`src/rtl/cnm_mac.sv`:
```
`timescale 1ns/1ps
// -----------------------------------------------------------------------------
// cnm_mac -- sequential complex multiply-accumulate, fixed point
//
// Computes A*Q (A = rea + j*ima, Q = req + j*imq) with one shared signed
// WIDTHxWIDTH multiplier, one partial product per state. The products are
// either loaded into, or added to, a pair of wide accumulators that hold
// their value between transfers. The accumulators are then rounded, shifted
// back to the operand Q format and reduced to WIDTH bits.
//
// Parameters
//   WIDTH  operand/result width (>= 4)
//   FRAC   fractional bits of operands and results (1..WIDTH-1)
//   GUARD  accumulator guard bits, AW = 2*WIDTH + 1 + GUARD
//
// Ports
//   clk, nreset            clock, asynchronous active-low reset
//   in_valid / in_ready    operand handshake
//   rea, ima, req, imq     operands (signed, WIDTH)
//   acc_mode               0 = load product, 1 = add product to accumulator
//   out_valid / out_ready  result handshake
//   rep, imp               real/imag result (signed, WIDTH)
//   ovf                    result of this transfer was saturated
//   state_o                current FSM state, for observation only
//
// Handshakes: a transfer happens on a rising clk edge where valid and ready
// are both high. in_ready is high only while idle; out_valid is high only
// while a result is held, and the result is stable until it is taken.
//
// Build option
//   CNM_MAC_SAT_EN  defined: out-of-range results clamp and raise ovf.
//                   undefined: results wrap to WIDTH bits, ovf stays 0.
// -----------------------------------------------------------------------------
module cnm_mac #(
    parameter int WIDTH = 8,
    parameter int FRAC  = WIDTH - 1,
    parameter int GUARD = 4
) (
    input  logic                    clk,
    input  logic                    nreset,
    input  logic                    in_valid,
    output logic                    in_ready,
    input  logic signed [WIDTH-1:0] rea,
    input  logic signed [WIDTH-1:0] ima,
    input  logic signed [WIDTH-1:0] req,
    input  logic signed [WIDTH-1:0] imq,
    input  logic                    acc_mode,
    output logic                    out_valid,
    input  logic                    out_ready,
    output logic signed [WIDTH-1:0] rep,
    output logic signed [WIDTH-1:0] imp,
    output logic                    ovf,
    output logic [2:0]              state_o
);

    localparam int AW = 2 * WIDTH + 1 + GUARD;
    localparam int PW = 2 * WIDTH;

    // Rounding constant, half an LSB of the result, at AW+1 bits so the
    // rounding add itself can never wrap.
    localparam logic signed [AW:0] RND_INC = (AW + 1)'(1) << (FRAC - 1);

`ifdef CNM_MAC_SAT_EN
    localparam logic signed [AW:0] SAT_MAX = (AW + 1)'(2 ** (WIDTH - 1) - 1);
    localparam logic signed [AW:0] SAT_MIN = -((AW + 1)'(2 ** (WIDTH - 1)));
`endif

    typedef enum logic [2:0] {
        IDLE = 3'd0,
        M0   = 3'd1,
        M1   = 3'd2,
        M2   = 3'd3,
        M3   = 3'd4,
        RND  = 3'd5,
        OUT  = 3'd6
    } state_t;

    state_t state_q, state_d;

    logic signed [WIDTH-1:0] rea_q, rea_d;
    logic signed [WIDTH-1:0] ima_q, ima_d;
    logic signed [WIDTH-1:0] req_q, req_d;
    logic signed [WIDTH-1:0] imq_q, imq_d;
    logic                    mode_q, mode_d;

    logic signed [AW-1:0]    acc_re_q, acc_re_d;
    logic signed [AW-1:0]    acc_im_q, acc_im_d;

    logic signed [WIDTH-1:0] rep_q, rep_d;
    logic signed [WIDTH-1:0] imp_q, imp_d;
    logic                    ovf_q, ovf_d;

    logic signed [WIDTH-1:0] mul_a;
    logic signed [WIDTH-1:0] mul_b;
    logic signed [PW-1:0]    prod;
    logic signed [AW-1:0]    prod_ext;

    logic [WIDTH:0]          red_re;
    logic [WIDTH:0]          red_im;

    // Round half up, arithmetic shift by FRAC, reduce to WIDTH bits.
    // Returns {ovf, result}.
    function automatic logic [WIDTH:0] reduce(input logic signed [AW-1:0] acc);
        logic signed [AW:0] ext;
        logic signed [AW:0] sum;
        logic signed [AW:0] sh;
        logic [WIDTH:0]     res;
        ext = {acc[AW-1], acc};
        sum = ext + RND_INC;
        sh  = sum >>> FRAC;
`ifdef CNM_MAC_SAT_EN
        if (sh > SAT_MAX) begin
            res = {1'b1, SAT_MAX[WIDTH-1:0]};
        end else if (sh < SAT_MIN) begin
            res = {1'b1, SAT_MIN[WIDTH-1:0]};
        end else begin
            res = {1'b0, sh[WIDTH-1:0]};
        end
`else
        res = {1'b0, sh[WIDTH-1:0]};
`endif
        return res;
    endfunction

    // Shared multiplier: operand pair chosen by the current state.
    always_comb begin
        mul_a = rea_q;
        mul_b = req_q;
        case (state_q)
            M1: begin
                mul_a = ima_q;
                mul_b = imq_q;
            end
            M2: begin
                mul_a = rea_q;
                mul_b = imq_q;
            end
            M3: begin
                mul_a = ima_q;
                mul_b = req_q;
            end
            default: begin
                mul_a = rea_q;
                mul_b = req_q;
            end
        endcase
    end

    assign prod     = PW'(mul_a) * PW'(mul_b);
    assign prod_ext = {{(AW - PW){prod[PW-1]}}, prod};

    assign red_re = reduce(acc_re_q);
    assign red_im = reduce(acc_im_q);

    // Next-state and datapath control.
    always_comb begin
        state_d   = state_q;
        rea_d     = rea_q;
        ima_d     = ima_q;
        req_d     = req_q;
        imq_d     = imq_q;
        mode_d    = mode_q;
        acc_re_d  = acc_re_q;
        acc_im_d  = acc_im_q;
        rep_d     = rep_q;
        imp_d     = imp_q;
        ovf_d     = ovf_q;
        in_ready  = 1'b0;
        out_valid = 1'b0;

        case (state_q)
            IDLE: begin
                in_ready = 1'b1;
                if (in_valid) begin
                    rea_d   = rea;
                    ima_d   = ima;
                    req_d   = req;
                    imq_d   = imq;
                    mode_d  = acc_mode;
                    state_d = M0;
                end
            end
            M0: begin
                acc_re_d = mode_q ? (acc_re_q + prod_ext) : prod_ext;
                state_d  = M1;
            end
            M1: begin
                acc_re_d = acc_re_q - prod_ext;
                state_d  = M2;
            end
            M2: begin
                acc_im_d = mode_q ? (acc_im_q + prod_ext) : prod_ext;
                state_d  = M3;
            end
            M3: begin
                acc_im_d = acc_im_q + prod_ext;
                state_d  = RND;
            end
            RND: begin
                rep_d   = red_re[WIDTH-1:0];
                imp_d   = red_im[WIDTH-1:0];
                ovf_d   = red_re[WIDTH] | red_im[WIDTH];
                state_d = OUT;
            end
            OUT: begin
                out_valid = 1'b1;
                if (out_ready) begin
                    state_d = IDLE;
                end
            end
            default: begin
                state_d = IDLE;
            end
        endcase
    end

    always_ff @(posedge clk or negedge nreset) begin
        if (!nreset) begin
            state_q  <= IDLE;
            rea_q    <= '0;
            ima_q    <= '0;
            req_q    <= '0;
            imq_q    <= '0;
            mode_q   <= 1'b0;
            acc_re_q <= '0;
            acc_im_q <= '0;
            rep_q    <= '0;
            imp_q    <= '0;
            ovf_q    <= 1'b0;
        end else begin
            state_q  <= state_d;
            rea_q    <= rea_d;
            ima_q    <= ima_d;
            req_q    <= req_d;
            imq_q    <= imq_d;
            mode_q   <= mode_d;
            acc_re_q <= acc_re_d;
            acc_im_q <= acc_im_d;
            rep_q    <= rep_d;
            imp_q    <= imp_d;
            ovf_q    <= ovf_d;
        end
    end

    assign rep     = rep_q;
    assign imp     = imp_q;
    assign ovf     = ovf_q;
    assign state_o = state_q;

endmodule

```
`config.mk`:
```
export PLATFORM = sky130hd
export DESIGN_NAME = cnm_mac
export DESIGN_NICKNAME = d
export VERILOG_FILES = /design/src/rtl/cnm_mac.sv
export SDC_FILE = /design/constraint.sdc
export NUM_CORES = 1
export LEC_CHECK = 0
export ABC_AREA = 1
export BUFFER_PORTS_ARGS = -buffer_cell sky130_fd_sc_hd__buf_4
export CAP_MARGIN = 10
export CORE_MARGIN = 2
export CORE_UTILIZATION = 44
export DETAILED_ROUTE_END_ITERATION = 6
export GPL_ROUTABILITY_DRIVEN = 1
export GPL_TIMING_DRIVEN = 1
export HOLD_SLACK_MARGIN = 0.03
export PLACE_DENSITY_LB_ADDON = 0.3
export SLEW_MARGIN = 40
export SYNTH_ARGS = -nofsm -noshare
export SYNTH_HDL_FRONTEND = slang
export SYNTH_SLANG_ARGS = --single-unit
```
`constraint.sdc`:
```
create_clock -name clk -period 6.4 [get_ports clk]
set_clock_uncertainty 0.05 [all_clocks]
set_input_delay 0.64 -clock clk [delete_from_list [all_inputs] [get_ports clk]]
set_output_delay 0.64 -clock clk [all_outputs]
set_load 0.03 [all_outputs]
```
==> metrics.md, run 1 <==
| Metric | Value |
|---|---|
| Dpl ws | -0.208 ns |
| GRT overflow | 0 |
| Gpl congestion | ~0.93 |
| Top cells by area, synth | dfrtp_1, fa_1, ha_1 |
| Clock Tree Root | clkbuf_16 |
| Final wirelength | about 22000 µm |
| YS warnings | 0 |
| Post-DP HPWL | approximately 18000 µm |
| Final setup fails | 0 |
| Multi-input logic area | between 5000 and 6000 µm² |
| Hold Fails Final Rpt | 0 |
| Syn Inst Count | 1122 |
| Final ANT Viol Nets | 0 |
| Crit. End Element | flop |
| Via Count | roughly 7700 |
| Tmin final | ~6 ns |
| Ports | 59 |
| Status | finished, violations left |
| Initial antenna violation count | 0 |
| Critical path class | flop to flop |
| Layout Nets | 1410 |
| Met3 Wirelength | roughly 830 µm |
| Reg2reg path depth | 32 |
| Clk sink count | slightly above 80 |
| Die W | roughly 140 µm |
| Crit. path cell count | 32 |
| Critical Path RT | around 6.6 ns |
| Post-synth top area cell | dfrtp_1 |
| DRT iter0 DRCs | ~480 |
| Top sig layer | met4 |
| Startpoint Class | flop |
| DRT Pass-1 Iters | 7 |
| GRT Resource Usage Total | 22.9% |
| Total CTS buffers | 9 |
| WP buf/inv | 8 |
| Slew margin rel. | roughly half |
| Crit Path Max Fanout | 7 |
| Wire length per cell | 15.1 µm |
| Synth-to-Final Area Change | 23.5% |
| Sequential area share after synthesis | 24.5% |
| Syn Area/Cell | roughly 7.5 µm² |
| DIE HEIGHT | ~140 µm |
| Die area | between 20000 and 25000 µm² |
| IO buf count | 57 |
| Final worst-path cycle share | a little over nine tenths |
| Storage cell area | ~2000 µm² |
| Cts hold-fix bufs | 0 |
| Most Frequent Cell on Critical Path | fa_1 |
| Ant diodes | 0 |
| Starting Density | ~45% |
| Via density | 5.18 |
| CP max-delay cell | fa_1 |
| Max Cap Violations | 0 |
| Share of Yosys cell area claimed by the top area cell type | 24.5% |
| First-pass GRT wire length | about 37000 µm |
| Hold WC Path Type | input pin to asynchronous set/reset pin |
| Fill count | between 1500 and 2000 |
| Core box area | 18700 µm² |
| Count of cell types in the netlist | 44 |
| Failing checks | design-rule violations |
| Largest net degree at the start of global routing | a little under 60 |
| Syn nets | approximately 1300 |
| WL met2 | between 10000 and 15000 µm |
| Crit path arrival time | about 6.4 ns |
| Top Family by Delay on Critical Path | adder cells |
| Post-synthesis instance area | 8370 µm² |
| Clock latency at the later pin of the worst-skew pair | 0.36 ns |
| Post-synthesis register bit count | between 80 and 90 |
| Core Rows | 50 |
| Metal-1 WL | slightly below 10000 µm |
| F_max | between 150 and 200 MHz |
| Clock buffer depth | 2 |
| Worst Setup Slack, final | about 0.25 ns |
| Residual DRC | 4 |
| Vias in the first global route | 7624 |
| CTS tree | yes |
| Fin Hold WS | 0.141 ns |
| Layout cells sized above 1 | 21.4% |
| Max stage delay on crit path | 0.58 ns |
| Final slew viol count | 0 |
| Slew of the pin with the lowest slew margin | 0.760 ns |
| Layout Utilization | between 50% and 60% |
| Clock slew seen by the registers of the worst setup and hold paths | roughly 0.07 ns |
| Setup_tns | 0 ns |
| H-tree depth | 3 |
## cell type report
class,instances,area share (%)
multi-input cells,789,56.3
flip-flops and latches,82,19.9
repair buffers,134,9.95
inverters,229,8.34
well taps,234,2.83
clock buffers,9,2.18
clock inverters,7,0.496
## cells by family after synthesis
group	synth area share (%)
compound gates	13.8
mux	3.17
buf+inv	11.5
simple gates	20.5
fa+ha+maj	24.1
xor+xnor	2.41
flops	24.5
other cells	0.0448
## cell usage after synthesis (all sizes together)
master and number:
a21boi 3, a21o 4, a21oi 75, a221oi 2, a31o 2, a31oi 9, buf 7, clkbuf 15
clkinv 2, conb 1, dfrtp 82, fa 55, ha 73, inv 227, mux2 20, mux2i 4
nand2 211, nand3 66, nand3b 1, nand4 11, nor2 106, nor3 12, o2111ai 6, o211a 1
o211ai 9, o21a 3, o21ai 77, o21bai 5, o221ai 1, o22ai 1, o31ai 4, or2 4
xnor2 5, xor2 18
## metal layers
layer	vias to the layer above	GRT usage, %
met5	-	0
met4	0	7.84
met3	39	3.23
met2	178	40.5
met1	3646	28.9
li1	3828	-
## placed cells by master (no fill, tap or decap), types with 16 or more instances in the layout
cell type / n
nor2_1: 97
a21oi_1: 69
nand2_1: 192
buf_4: 129
ha_1: 59
inv_1: 211
mux2_2: 20
xor2_1: 16
nand3_1: 63
fa_1: 54
dfrtp_1: 81
o21ai_0: 54
## flip-flops by register name, indices dropped and copies added (netlist names)
register,count
ima_q,8
req_q,8
imq_q,8
rep,8
acc_re_q,15
mode_q,1
imp,8
state_o,3
acc_im_q,15
rea_q,8
## metrics by stage
| stage | area (µm²) | instances |
|---|---|---|
| 2_1_floorplan | 8390 | 1122 |
| 3_3_place_gp | 9480 | 1454 |
| 3_5_place_dp | 9480 | 1454 |
| 4_1_cts | 9800 | 1473 |
| 5_1_grt | 10300 | 1484 |
| 6_report | 10300 | 1484 |
## final timing paths
check,from,to,slack [ns]
min in group clk,rep[0],rep[0],0.43
worst max-delay path,state_o[2],acc_re_q[13],0.25
worst min register to register,rep[0],rep[0],0.43
worst max register to register,state_o[2],acc_re_q[13],0.25
worst min-delay path,nreset,imp[1],0.14
max in group asynchronous,nreset,state_o[1],5.06
## worst register-to-register path: cells and delay by family, from the launching register on
kind            cells  cell delay [ns]
fa+ha+maj           6             2.66
simple gates       13             1.44
buf+inv             8             0.75
compound gates      4             0.53
flops               1             0.43
xor+xnor            1             0.23
## repair_timing
action,4_1_cts,5_1_grt
endpoints found under the setup margin,11,14
resized for setup,12,102
setup buffers,3,11
pin swaps,1,36
gates cloned,0,0
Power of run 1 is left out: the tool's default activity adds up to more than one toggle a clock period on the data nets, which glitch-free logic cannot reach.
==> inputs of run 2 (changes only) <==
- ABC_AREA: 1 -> 0
- clock period: 6.4 -> 6.5 ns (I/O delays scaled with it)
==> metrics.md, run 2 <==
| Metric | Value |
|---|---|
| Critical path class | flop to flop (unchanged) |
| Critical Path RT | 6.68 ns (was 6.60 ns) |
| Status | completed (was finished, violations left) |
| Most common cell after layout, fill and taps aside | buf_4 (was inv_1) |
| Slew of the pin with the lowest slew margin | 0.793 ns (was 0.760 ns) |
| Post-synthesis instance area | 8220 µm² (was 8370 µm²) |
| Crit path arrival time | 6.66 ns (was 6.35 ns) |
| Clock slew seen by the registers of the worst setup and hold paths | 0.07 ns (about the same) |
| Initial antenna violation count | 0 (unchanged) |
| Startpoint Class | flop (unchanged) |
| Core Rows | 49 (was 50) |
| Final wirelength | 21200 µm (was 22400 µm) |
| Layout cells sized above 1 | 27.4% (was 21.4%) |
| Crit Path Max Fanout | 7 (unchanged) |
| Syn Inst Count | 925 (was 1122) |
| Tmin final | 6.48 ns (was 6.15 ns) |
| Simple-gate portion of the synthesized area | 16.0% (was 20.5%) |
| Hold WC Path Type | input pin to asynchronous set/reset pin (unchanged) |
| Via density | 5.43 (was 5.18) |
| Xor and xnor area share after synthesis | 4.58% (was 2.41%) |
| Ant diodes | 0 (unchanged) |
| Starting Density | 45.3% (was 44.8%) |
| Clock buffer depth | 2 (unchanged) |
| GRT overflow | 0 (unchanged) |
| F_max | 154 MHz (was 162 MHz) |
| Crit. End Element | flop (unchanged) |
| Core box area | 18100 µm² (was 18700 µm²) |
| Share of Yosys cell area claimed by the top area cell type | 25.0% (was 24.5%) |
| Max Cap Violations | 0 (unchanged) |
| Largest net degree at the start of global routing | 53 (was 58) |
| Residual DRC | 0 (was 4) |
| Syn nets | 1090 (was 1287) |
| CTS tree | yes (unchanged) |
| First-pass GRT wire length | 34900 µm (was 36500 µm) |
| Clock Tree Root | clkbuf_16 (unchanged) |
| Clock latency at the later pin of the worst-skew pair | 0.36 ns (about the same) |
| Largest family of logic cells by synthesized area | adder cells (unchanged) |
| Top cells by count, synth | inv_1, nor2_1, dfrtp_1 (was inv_1, nand2_1, nor2_1) |
| DRT iter0 DRCs | 342 (was 476) |
| Syn Area/Cell | 8.89 µm² (was 7.46 µm²) |
| Via Count | 6917 (was 7691) |
| H-tree depth | 3 (unchanged) |
| DP Cell Count | 1231 (was 1454) |
| GRT Resource Usage Total | 22.0% (was 22.9%) |
| Final setup fails | 0 (unchanged) |
| Gpl congestion | 0.853 (was 0.932) |
| Post-synth EDFFs | 0 (unchanged) |
| Post-synth top flop | dfrtp_1 (unchanged) |
| Clk sink count | 82 (unchanged) |
| Setup repair after global routing missed its margin | true |
| Slew margin rel. | 47.0% (was 49.2%) |
| Top cells by area, synth | dfrtp_1, fa_1, ha_1 (unchanged) |
| DIE HEIGHT | 141 µm (was 142 µm) |
| Hold Fails Final Rpt | 0 (unchanged) |
| Final worst-path cycle share | 99.7% (was 96.2%) |
| IO buf count | 57 (unchanged) |
| Total CTS buffers | 9 (unchanged) |
| Die area | 19800 µm² (was 20200 µm²) |
| Die W | 141 µm (was 142 µm) |
| Synth Area in Compound Gates | 15.4% (was 13.8%) |
| Asr flop ratio synth | 100% (unchanged) |
| Fin cells | 1275 (was 1484) |
| Mux cell area share after synthesis | 7.57% (was 3.17%) |
| Final slew viol count | 0 (unchanged) |
| YS warnings | 0 (unchanged) |
| Ports | 59 (unchanged) |
| Count of cell types in the netlist | 67 (was 44) |
| Post-DP HPWL | 16000 µm (was 17700 µm) |
| Vias in the first global route | 6967 (was 7624) |
| Top Registers | acc_im_q x15, acc_re_q x15 (unchanged) |
| Wire length per cell | 16.6 µm (was 15.1 µm) |
| Cts hold-fix bufs | 0 (unchanged) |
| Final ANT Viol Nets | 0 (unchanged) |
| Layout Nets | 1206 (was 1410) |
| Synth Area in Adders | 24.5% (was 24.1%) |
| Post-synth top area cell | dfrtp_1 (unchanged) |
| Commonest non-fill, non-tap cells in the layout | buf_4, inv_1, nor2_1 (was inv_1, nand2_1, buf_4) |
| Post-synthesis register bit count | 82 (unchanged) |
| Sequential area share after synthesis | 25.0% (was 24.5%) |
| DRT Pass-1 Iters | 5 (was 7) |
| Most frequent cell after synthesis | inv_1 (unchanged) |
| Synth-to-Final Area Change | 24.4% (was 23.5%) |
run 2: cell count changes after synthesis, moves of 17 or more:
cell / change
a21oi_1: -27
inv_1: -109
mux2_2: +17
nand2_1: -147
nand3_1: -44
nor2_1: -17
o21ai_0: -18
xnor2_1: +19
run 2: final cells by class:
cell class	count	area (µm²)
multi-input combinational	696	6080
tap	229	287
fill	1612	7920
timing repair buffer	135	1060
inverter	117	439
clock buffer	9	225
clock inverter	7	83.8
sequential	82	2050
run 2: logic make-up after synthesis:
kind of cell,Yosys count
buffers and inverters,147
multiplexers,55
other,1
AO/OA/AOI/OAI,198
adder cells (fa/ha/maj),128
AND/OR/NAND/NOR,271
XOR/XNOR,43
flip-flops,82
run 2: metal layers:
| metal | wire, µm | track usage [%] | up-vias |
|---|---|---|---|
| met4 | 739 | 8.79 | 0 |
| met2 | 10200 | 36.8 | 167 |
| met1 | 9470 | 28.7 | 3326 |
| met5 | 0 | 0 | - |
| li1 | - | - | 3382 |
| met3 | 805 | 3.60 | 42 |
run 2: worst paths after layout:
path                             from            to  slack, ns  cells past startpoint
min reg2reg                    imp[3]        imp[3]       0.43                      2
min                            nreset      req_q[6]       0.17                      1
max                        state_o[2]  acc_re_q[14]       0.02                     25
max in group asynchronous      nreset    state_o[1]       5.14                      2
min in group clk               imp[3]        imp[3]       0.43                      2
max reg2reg                state_o[2]  acc_re_q[14]       0.02                     25
run 2: stage by stage:
stage / hold slack [ns] / setup slack, ns / setup TNS, ns / area [µm²] / utilization [%]
final: 0.169 / 0.0199 / 0 / 10200 / 56.4
after floorplan: 0.304 / 0.0107 / 0 / 8430 / -
after CTS: 0.182 / -0.00529 / -0.00529 / 9900 / 54.6
after global placement: 0.417 / -0.222 / -0.548 / 9380 / 51.7
after detailed placement: 0.422 / -0.293 / -0.688 / 9380 / 51.7
after global routing: 0.203 / -0.178 / -0.286 / 10200 / 56.4
run 2: critical path, stage by stage (launching register included):
cell	delay [ns]
dfrtp_2	0.46
xnor2_4	0.22
nor2_4	0.06
buf_12	0.15
mux2i_4	0.22
or2_4	0.25
fa_1	0.54
inv_1	0.05
fa_1	0.49
fa_1	0.50
inv_1	0.05
fa_1	0.52
inv_2	0.05
ha_4	0.25
o21a_1	0.20
buf_4	0.15
a2111oi_4	0.39
nor3_2	0.12
xor2_2	0.33
inv_1	0.09
ha_2	0.19
nor2b_4	0.12
a311o_1	0.36
a21o_1	0.21
a32oi_2	0.23
nand3b_1	0.10
run 2: what timing repair did:
| item | 4_1_cts | 5_1_grt |
|---|---|---|
| setup endpoints to repair | 6 | 10 |
| buffers inserted | 11 | 18 |
| gates resized for setup | 21 | 52 |
| pin swaps | 17 | 40 |
Power of run 2 is left out for the same reason.
